===== config.mk =====
export PLATFORM = sky130hd
export DESIGN_NAME = io_bus_bridge_flat
export DESIGN_NICKNAME = d
export VERILOG_FILES = /design/src/rtl/io_bus_bridge_if.sv /design/src/rtl/io_bus_bridge.sv /design/src/flat_wrapper.sv
export SDC_FILE = /design/constraint.sdc
export NUM_CORES = 1
export LEC_CHECK = 0
export CORE_ASPECT_RATIO = 1.2
export CORE_UTILIZATION = 38
export CTS_CLUSTER_SIZE = 30
export DETAILED_ROUTE_END_ITERATION = 10
export PLACE_DENSITY_LB_ADDON = 0.1
export SYNTH_ARGS = -nofsm -noshare
export SYNTH_HDL_FRONTEND = slang
export SYNTH_SLANG_ARGS = --single-unit

===== constraint.sdc =====
create_clock -name clk -period 2.9 [get_ports clk]
set_clock_uncertainty 0.05 [all_clocks]
set_input_delay 0.435 -clock clk [delete_from_list [all_inputs] [get_ports clk]]
set_output_delay 0.435 -clock clk [all_outputs]
set_load 0.005 [all_outputs]

===== src/rtl/io_bus_bridge_if.sv =====
`default_nettype none
// ============================================================================
// io_bus_bridge_if : core / RAM / peripheral signal bundle for io_bus_bridge
// Revision 1.0
// ============================================================================
interface io_bus_bridge_if #(
  parameter int WORD_SIZE  = 20,
  parameter int NUM_PERIPH = 4,
  parameter int REG_BITS   = 5
);
  logic [WORD_SIZE-1:0]            core_addr;
  logic [WORD_SIZE-1:0]            core_write_value;
  logic                            core_write_enable;
  logic [WORD_SIZE-1:0]            core_read_value;
  logic                            core_stall;
  logic                            ram_write_enable;
  logic [WORD_SIZE-1:0]            ram_read_value;
  logic [NUM_PERIPH-1:0]           periph_req;
  logic [REG_BITS-1:0]             periph_index;
  logic                            periph_write;
  logic [WORD_SIZE-1:0]            periph_write_value;
  logic [NUM_PERIPH*WORD_SIZE-1:0] periph_read_value;
  logic [NUM_PERIPH-1:0]           periph_ack;
  logic                            bus_error;
  logic [15:0]                     error_addr;

  // Bridge side
  modport slave (
    input  core_addr, core_write_value, core_write_enable, ram_read_value,
           periph_read_value, periph_ack,
    output core_read_value, core_stall, ram_write_enable, periph_req,
           periph_index, periph_write, periph_write_value, bus_error, error_addr
  );

  // Core, RAM and peripheral side
  modport master (
    output core_addr, core_write_value, core_write_enable, ram_read_value,
           periph_read_value, periph_ack,
    input  core_read_value, core_stall, ram_write_enable, periph_req,
           periph_index, periph_write, periph_write_value, bus_error, error_addr
  );
endinterface
`default_nettype wire


===== src/rtl/io_bus_bridge.sv =====
`default_nettype none
// ============================================================================
// io_bus_bridge : decodes core accesses into RAM or stalling peripheral I/O
// Revision 1.0
// ============================================================================
module io_bus_bridge #(
  parameter int WORD_SIZE  = 20,
  parameter int NUM_PERIPH = 4,
  parameter int SEL_BITS   = 2,
  parameter int REG_BITS   = 5,
  parameter int TIMEOUT    = 15
) (
  input  wire         clk,
  input  wire         reset_n,
  io_bus_bridge_if.slave bus
);
  localparam int                IO_LSB         = REG_BITS + SEL_BITS;
  localparam logic [SEL_BITS:0] C_NUM_PERIPH   = (SEL_BITS+1)'(NUM_PERIPH);
  localparam logic [7:0]        C_TIMEOUT_LAST = 8'(TIMEOUT - 1);

  typedef enum logic [1:0] {
    ST_IDLE = 2'd0,
    ST_WAIT = 2'd1,
    ST_DONE = 2'd2
  } state_t;

  state_t                state_q;
  logic [7:0]            cnt_q;
  logic [WORD_SIZE-1:0]  rdata_q;
  logic [NUM_PERIPH-1:0] req_q;
  logic [REG_BITS-1:0]   index_q;
  logic                  write_q;
  logic [WORD_SIZE-1:0]  wdata_q;
  logic                  err_q;
  logic [15:0]           err_addr_q;

  logic                  w_io;
  logic [SEL_BITS-1:0]   w_chan;
  logic                  w_chan_ok;
  logic [NUM_PERIPH-1:0] w_onehot;
  logic                  w_ack_hit;
  logic                  w_timeout;
  logic [WORD_SIZE-1:0]  w_masked [NUM_PERIPH];
  logic [WORD_SIZE-1:0]  w_sel_data;

  assign w_io      = &bus.core_addr[15:IO_LSB];
  assign w_chan    = bus.core_addr[IO_LSB-1:REG_BITS];
  assign w_chan_ok = ({1'b0, w_chan} < C_NUM_PERIPH);
  assign w_timeout = (cnt_q == C_TIMEOUT_LAST);
  // req_q is one-hot in WAIT, so masking acks with it ignores other channels
  assign w_ack_hit = |(bus.periph_ack & req_q);

  generate
    for (genvar c = 0; c < NUM_PERIPH; c++) begin : g_chan
      assign w_onehot[c] = (w_chan == SEL_BITS'(c));
      assign w_masked[c] = req_q[c] ? bus.periph_read_value[c*WORD_SIZE +: WORD_SIZE]
                                    : '0;
    end
    if (WORD_SIZE > 16) begin : g_hi_addr
      logic w_unused_hi;
      assign w_unused_hi = ^bus.core_addr[WORD_SIZE-1:16];
    end
  endgenerate

  always_comb begin
    w_sel_data = '0;
    for (int c = 0; c < NUM_PERIPH; c++) begin
      w_sel_data = w_sel_data | w_masked[c];
    end
  end

  assign bus.core_stall         = ((state_q == ST_IDLE) && w_io) || (state_q == ST_WAIT);
  assign bus.ram_write_enable   = bus.core_write_enable && !w_io && (state_q == ST_IDLE);
  assign bus.core_read_value    = (state_q == ST_DONE) ? rdata_q : bus.ram_read_value;
  assign bus.periph_req         = req_q;
  assign bus.periph_index       = index_q;
  assign bus.periph_write       = write_q;
  assign bus.periph_write_value = wdata_q;
  assign bus.bus_error          = err_q;
  assign bus.error_addr         = err_addr_q;

  always_ff @(posedge clk or negedge reset_n) begin
    if (!reset_n) begin
      state_q    <= ST_IDLE;
      cnt_q      <= '0;
      rdata_q    <= '0;
      req_q      <= '0;
      index_q    <= '0;
      write_q    <= 1'b0;
      wdata_q    <= '0;
      err_q      <= 1'b0;
      err_addr_q <= '0;
    end else begin
      case (state_q)
        ST_IDLE: begin
          if (w_io) begin
            if (w_chan_ok) begin
              req_q   <= w_onehot;
              index_q <= bus.core_addr[REG_BITS-1:0];
              write_q <= bus.core_write_enable;
              wdata_q <= bus.core_write_value;
              cnt_q   <= '0;
              state_q <= ST_WAIT;
            end else begin
              rdata_q <= '1;
              err_q   <= 1'b1;
              if (!err_q) err_addr_q <= bus.core_addr[15:0];
              state_q <= ST_DONE;
            end
          end
        end
        ST_WAIT: begin
          // An ack arriving on the last permitted cycle still completes normally
          if (w_ack_hit) begin
            rdata_q <= w_sel_data;
            req_q   <= '0;
            state_q <= ST_DONE;
          end else if (w_timeout) begin
            rdata_q <= '1;
            req_q   <= '0;
            err_q   <= 1'b1;
            if (!err_q) err_addr_q <= bus.core_addr[15:0];
            state_q <= ST_DONE;
          end else begin
            cnt_q <= cnt_q + 8'd1;
          end
        end
        ST_DONE: state_q <= ST_IDLE;
        default: state_q <= ST_IDLE;
      endcase
    end
  end
endmodule
`default_nettype wire


===== src/flat_wrapper.sv =====
// flat-port wrapper written by rule: the top's interface ports become plain ports
module io_bus_bridge_flat 
#(
  parameter int WORD_SIZE  = 20,
  parameter int NUM_PERIPH = 4,
  parameter int SEL_BITS   = 2,
  parameter int REG_BITS   = 5,
  parameter int TIMEOUT    = 15
)
  (clk, reset_n, bus_core_addr, bus_core_write_value, bus_core_write_enable, bus_ram_read_value, bus_periph_read_value, bus_periph_ack, bus_core_read_value, bus_core_stall, bus_ram_write_enable, bus_periph_req, bus_periph_index, bus_periph_write, bus_periph_write_value, bus_bus_error, bus_error_addr);
  io_bus_bridge_if #(.WORD_SIZE(WORD_SIZE), .NUM_PERIPH(NUM_PERIPH), .REG_BITS(REG_BITS)) bus_i ();
  input  wire clk;
  input  wire reset_n;
  input wire logic [$bits(bus_i.core_addr)-1:0] bus_core_addr;
  input wire logic [$bits(bus_i.core_write_value)-1:0] bus_core_write_value;
  input wire logic [$bits(bus_i.core_write_enable)-1:0] bus_core_write_enable;
  input wire logic [$bits(bus_i.ram_read_value)-1:0] bus_ram_read_value;
  input wire logic [$bits(bus_i.periph_read_value)-1:0] bus_periph_read_value;
  input wire logic [$bits(bus_i.periph_ack)-1:0] bus_periph_ack;
  output wire logic [$bits(bus_i.core_read_value)-1:0] bus_core_read_value;
  output wire logic [$bits(bus_i.core_stall)-1:0] bus_core_stall;
  output wire logic [$bits(bus_i.ram_write_enable)-1:0] bus_ram_write_enable;
  output wire logic [$bits(bus_i.periph_req)-1:0] bus_periph_req;
  output wire logic [$bits(bus_i.periph_index)-1:0] bus_periph_index;
  output wire logic [$bits(bus_i.periph_write)-1:0] bus_periph_write;
  output wire logic [$bits(bus_i.periph_write_value)-1:0] bus_periph_write_value;
  output wire logic [$bits(bus_i.bus_error)-1:0] bus_bus_error;
  output wire logic [$bits(bus_i.error_addr)-1:0] bus_error_addr;
  assign bus_i.core_addr = bus_core_addr;
  assign bus_i.core_write_value = bus_core_write_value;
  assign bus_i.core_write_enable = bus_core_write_enable;
  assign bus_i.ram_read_value = bus_ram_read_value;
  assign bus_i.periph_read_value = bus_periph_read_value;
  assign bus_i.periph_ack = bus_periph_ack;
  assign bus_core_read_value = bus_i.core_read_value;
  assign bus_core_stall = bus_i.core_stall;
  assign bus_ram_write_enable = bus_i.ram_write_enable;
  assign bus_periph_req = bus_i.periph_req;
  assign bus_periph_index = bus_i.periph_index;
  assign bus_periph_write = bus_i.periph_write;
  assign bus_periph_write_value = bus_i.periph_write_value;
  assign bus_bus_error = bus_i.bus_error;
  assign bus_error_addr = bus_i.error_addr;
  io_bus_bridge #(.WORD_SIZE(WORD_SIZE), .NUM_PERIPH(NUM_PERIPH), .SEL_BITS(SEL_BITS), .REG_BITS(REG_BITS), .TIMEOUT(TIMEOUT)) u_core (.clk(clk), .reset_n(reset_n), .bus(bus_i));
endmodule

==> run_results.csv, run 1 <==
group,metric,value,unit
outcome,outcome,"completed",
finish,layout_commonest_cell,"clkdlybuf4s50_1",
route,wl_per_cell,17.8,um
cts,cts.sinks,77,
timing,finalCritPeriodShare,91.8,%
power,leakagePower,2.53,nW
grt,grt.busiest_layer,"met2",
power,swShare,24.1,%
power,pwr-share-clk,37.0,%
hold_path,hp-class,"input port to async pin",
power,p_sw,0.000718,W
timing,rsz0062_at_grt,"false",
timing,slew_headroom,35.8,%
worst_setup_path,slowest_stage,"clkdlybuf4s50_1",
yosys,synth_edf_count,0,
route,route.detailed.drc,0,
cts,root_buffer,"clkbuf_16",
timing,max_freq,376,MHz
power,combPwrFrac,20.2,%
floorplanning,die_width,92.7,um
worst_setup_path,crit_family,"buffers and inverters",
finish,multi_input_area,1700,um^2
yosys,synth.avg_cell_area,12.7,um^2
route,routed_wl,11.4,mm
grt,grt_pass1_vias,3694,
placement,dp_slack,0.250,ns
floorplanning,rows,39,
timing,tns,0,ns
route,via_count,3445,
grt,grt_pass1_wl,18.3,mm
cts,cts-buffers-inserted,9,
route,antenna_left,0,
yosys,ys_seq_area_share,51.3,%
grt,use_met2,38.2,%
worst_setup_path,crit_required,2.41,ns
yosys,yosysWarnings,0,
cts,postCtsHoldBufs,0,
placement,dpl.hpwl,8.49,mm
yosys,yosysTopAreaCell,"dfrtp_1",
yosys,synth_top_area_share,51.3,%
finish,layout_common_cells,"clkdlybuf4s50_1, dfrtp_1, mux2_2",
grt,grt_max_degree,78,
worst_setup_path,cpPeakStageDelay,0.52,ns
worst_setup_path,path_max_fanout,4,
floorplanning,dieHeight,111,um
cts,clk_latency,0.34,ns
placement,portBuffers,211,
grt,grtUsageMet3,7.89,%
cts,post_cts_resized,0,
grt,met1_usage,26.6,%
floorplanning,pin_count,216,
finish,syn_to_final_growth,68.7,%
route,vias_per_cell,5.40,
finish,fin_nets,660,
timing,fin_ws,0.239,ns
finish,drive_gt1_share,19.4,%
timing,setup_viol,0,
worst_setup_path,arrival,2.18,ns
yosys,syn-cell-area,3750,um^2
cts,postCtsSetupRepairBufs,0,
worst_setup_path,path_cells,"clkdlybuf4s50_1, nand2_1, o41a_1, inv_1, clkdlybuf4s50_1",
yosys,netlist_instances,296,
finish,post-route-util,66.2,%
cts,cts_buffer_depth,2,
timing,min_period,2.66,ns
finish,nFillCells,785,
grt,grt-ovfl-total,0,
cts,cts_tree,"built",
route,first_pass_iters,4,
grt,antenna_found_initial,0,
timing,tightest_slew,0.963,ns
cts,cts.clk_slew.worst_paths,0.06,ns
timing,drv_slew,0,
yosys,synth_ff_type,"dfrtp_1",
worst_setup_path,critPathKind,"input port to output port",
power,seqPwrFrac,42.8,%
power,peakVddDrop,0.434,mV
grt,grtUsageTotal,23.1,%
yosys,ys_ff_latch,77,
power,power_density,471,nW/um^2
placement,place_congestion,0.864,
worst_setup_path,startpoint_type,"input port",
floorplanning,start_util,39.2,%
yosys,ys_types,40,
cts,cts_htree_levels,3,
flow_run,maxCapViolations,0,
route,drt-initial-drc-count,89,
yosys,yosys-top-cells-area,"dfrtp_1, mux2_2, a221oi_1",
worst_setup_path,crit_path_frequent_cell,"clkdlybuf4s50_1",
yosys,ys_async_sr_fraction,100,%
power,internal_power,0.00226,W
floorplanning,design.core.area,9560,um^2
worst_setup_path,timing.critical_path.buf_inv,3,
worst_setup_path,critPathCaptureType,"output port",
floorplanning,dieArea,10300,um^2
yosys,syn_nets,445,
finish,diodes,0,
finish,ff_latch_area,1930,um^2
timing,timing.final.hold_violations,0,
==> layer usage <==
layer	part of all wire [%]	routed length [um]
met1	40	4510
met2	48	5460
met3	9.4	1070
met4	3.0	341
met5	0	0
==> synthesized netlist by cell type (all sizes together), types with 3 or more instances <==
library cell / count
a31oi: 4
a2bb2oi: 20
dfrtp: 77
nor4: 3
nand3b: 3
buf: 6
or4: 3
o21ai: 4
a22o: 20
a221oi: 20
nand3: 5
nand2: 6
inv: 9
clkbuf: 16
nand4: 4
o31ai: 6
nor2: 4
mux2: 62
==> path summary, 6_finish.rpt <==
path / startpoint / to / slack (ns) / cells after the start
max: bus_core_addr[13] / bus_core_stall / 0.24 / 5
min: reset_n / u_core.rdata_q[0]$_DFFE_PN0P_ / 0.18 / 1
max reg2reg: u_core.cnt_q[0]$_DFFE_PN0P_ / u_core.bus.error_addr[1]$_DFFE_PN0P_ / 0.55 / 7
min reg2reg: u_core.bus.periph_write_value[8]$_DFFE_PN0P_ / u_core.bus.periph_write_value[8]$_DFFE_PN0P_ / 0.45 / 1
max in group asynchronous: reset_n / u_core.rdata_q[4]$_DFFE_PN0P_ / 1.97 / 1
min in group clk: u_core.bus.periph_write_value[8]$_DFFE_PN0P_ / u_core.bus.periph_write_value[8]$_DFFE_PN0P_ / 0.45 / 1
==> registers in the layout, summed over array words and instances, names as in the netlist <==
signal,flops
u_core.state_q,2
u_core.rdata_q,20
u_core.bus.bus_error,1
u_core.bus.periph_req,4
u_core.bus.periph_write_value,20
u_core.bus.periph_write,1
u_core.bus.error_addr,16
u_core.bus.periph_index,5
u_core.cnt_q,8
==> cell families (layout without fill, tap and decap cells) <==
kind of cell	count (synthesis)	after routing	synth area share [%]
adders and majority gates	2	2	0.667
AOI/OAI and AO/OA	88	88	19.6
muxes	62	62	18.6
DFF	77	77	51.3
buffers and inverters	31	250	3.60
and+or+nand+nor	36	36	6.20
==> through the flow <==
stage	area (um^2)	power, W	cells	hold WS (ns)
floorplan	3750	0.00150	296	0.0894
global placement	6040	0.00188	623	0.439
detailed placement	6040	0.00190	623	0.445
CTS	6330	0.00301	638	0.239
global route	6330	0.00312	638	0.283
finish	6330	0.00298	638	0.181
==> power groups by stage <==
stage / logic (W) / clock network, W / registers (W)
after detailed placement: 0.000604 / 0 / 0.00129
after CTS: 0.000607 / 0.00113 / 0.00127
after floorplan: 0.000232 / 0 / 0.00127
after global placement: 0.000591 / 0 / 0.00129
after global routing: 0.000658 / 0.00117 / 0.00129
final: 0.000601 / 0.00110 / 0.00128
==> final cells by class <==
cell class	instances	share of cell area, %
clock buffer	11	3.83
clock inverter	4	0.771
inverter	9	0.534
multi-input combinational	188	26.9
sequential	77	30.4
tap	123	2.43
timing repair buffer	226	35.1
Note: power is estimated with default switching activity, not from simulation.
==> inputs of run 2 (changes only) <==
==> constraint.sdc (replaced) <==
create_clock -name clk -period 2.9 [get_ports clk]
set_clock_uncertainty 0.05 [all_clocks]
set_input_delay 0.435 -clock clk [delete_from_list [all_inputs] [get_ports clk]]
set_output_delay 0.435 -clock clk [all_outputs]
set_load 0.1 [all_outputs]
==> run_results.csv, run 2 (same netlist as run 1, synthesis figures left out) <==
group,metric,value,unit
outcome,outcome,"completed",
finish,drive_gt1_share,33.0,%
floorplanning,dieArea,10300,um^2
worst_setup_path,critPathKind,"input port to output port",
worst_setup_path,crit_required,2.41,ns
finish,syn_to_final_growth,65.0,%
power,finalPower,0.00339,W
worst_setup_path,critPathCaptureType,"output port",
finish,post-route-util,64.8,%
timing,slew_headroom,35.5,%
hold_path,hp-class,"input port to async pin",
power,peakVddDrop,0.367,mV
finish,nFillCells,771,
power,power_density,547,nW/um^2
finish,layout_commonest_cell,"clkdlybuf4s50_1",
finish,fin_nets,659,
timing,setup_viol,0,
placement,portBuffers,211,
floorplanning,die_width,92.7,um
grt,grtUsageTotal,22.2,%
timing,tightest_slew,0.968,ns
placement,post_dp_cell_area,5880,um^2
route,drt-initial-drc-count,130,
grt,antenna_found_initial,0,
worst_setup_path,arrival,1.96,ns
timing,fin_ws,0.451,ns
route,first_pass_iters,4,
route,via_count,3473,
cts,cts_buffer_depth,2,
timing,rsz0062_at_grt,"false",
timing,timing.final.hold_violations,0,
route,routed_wl,11.3,mm
floorplanning,dieHeight,111,um
power,leakagePower,2.64,nW
grt,grt_pass1_wl,17.9,mm
grt,grt-ovfl-total,0,
cts,cts.sinks,77,
placement,place_congestion,0.879,
grt,grt_pass1_vias,3612,
finish,postLayoutCellArea,6190,um^2
route,route.detailed.drc,0,
route,wl_per_cell,17.8,um
timing,drv_slew,0,
cts,root_buffer,"clkbuf_16",
floorplanning,start_util,39.2,%
worst_setup_path,path_max_fanout,4,
finish,diodes,0,
flow_run,maxCapViolations,0,
worst_setup_path,startpoint_type,"input port",
placement,dp_slack,0.324,ns
timing,min_period,2.45,ns
route,antenna_left,0,
timing,tns,0,ns
route,vias_per_cell,5.44,
floorplanning,pin_count,216,
cts,cts_htree_levels,3,
worst_setup_path,reg2regPathDepth,7,
cts,postCtsSetupRepairBufs,0,
floorplanning,design.core.area,9560,um^2
cts,post_cts_resized,0,
cts,clk_latency,0.33,ns
grt,grt_max_degree,78,
timing,finalCritPeriodShare,84.4,%
cts,cts_tree,"built",
finish,layout_common_cells,"clkdlybuf4s50_1, buf_4, dfrtp_1",
floorplanning,rows,39,
cts,cts-buffers-inserted,9,
cts,postCtsHoldBufs,0,
cts,cts.clk_slew.worst_paths,0.06,ns
timing,max_freq,408,MHz
placement,dpl.hpwl,8.46,mm
run 2: worst paths after layout:
kind	slack (ns)	startpoint	endpoint
max in group asynchronous	1.96	reset_n	u_core.bus.periph_write_value[5]$_DFFE_PN0P_
hold / removal	0.21	reset_n	u_core.cnt_q[7]$_DFFE_PN0P_
setup reg to reg	0.54	u_core.cnt_q[0]$_DFFE_PN0P_	u_core.bus.error_addr[13]$_DFFE_PN0P_
min in group clk	0.46	u_core.bus.periph_write_value[8]$_DFFE_PN0P_	u_core.bus.periph_write_value[8]$_DFFE_PN0P_
setup / recovery	0.45	bus_core_addr[14]	bus_core_stall
hold reg to reg	0.46	u_core.bus.periph_write_value[8]$_DFFE_PN0P_	u_core.bus.periph_write_value[8]$_DFFE_PN0P_
run 2: through the flow:
step,cells,hold WS (ns)
after detailed placement,622,0.447
final,638,0.206
after floorplan,296,0.0894
after global placement,622,0.441
after global routing,638,0.310
after CTS,638,0.258
run 2: final cells by class:
class	instances	area, um^2	share of cell area [%]
clock buffer	11	253	4.08
clock inverter	5	57.6	0.929
inverter	9	33.8	0.545
multi-input combinational	188	1700	27.5
sequential	77	1930	31.1
tap	123	154	2.48
timing repair buffer	225	2070	33.4
run 2: routing by layer:
metal / share of wire, % / track usage [%]
met1: 39 / 24.9
met2: 50 / 38.8
met3: 8.7 / 6.45
met4: 2.4 / 9.85
met5: 0 / 0
run 2: report_power, final:
group	total [W]	switching [W]	internal, W
combinational	0.000962	0.000576	0.000386
sequential	0.00128	0.0000988	0.00118
clock	0.00114	0.000429	0.000714
total	0.00339	0.00110	0.00228
run 2: worst max-delay path, stage by stage:
cell and delay (ns):
clkdlybuf4s50_1 0.48, nand4_1 0.21, o41a_1 0.45, inv_1 0.18, buf_12 0.20
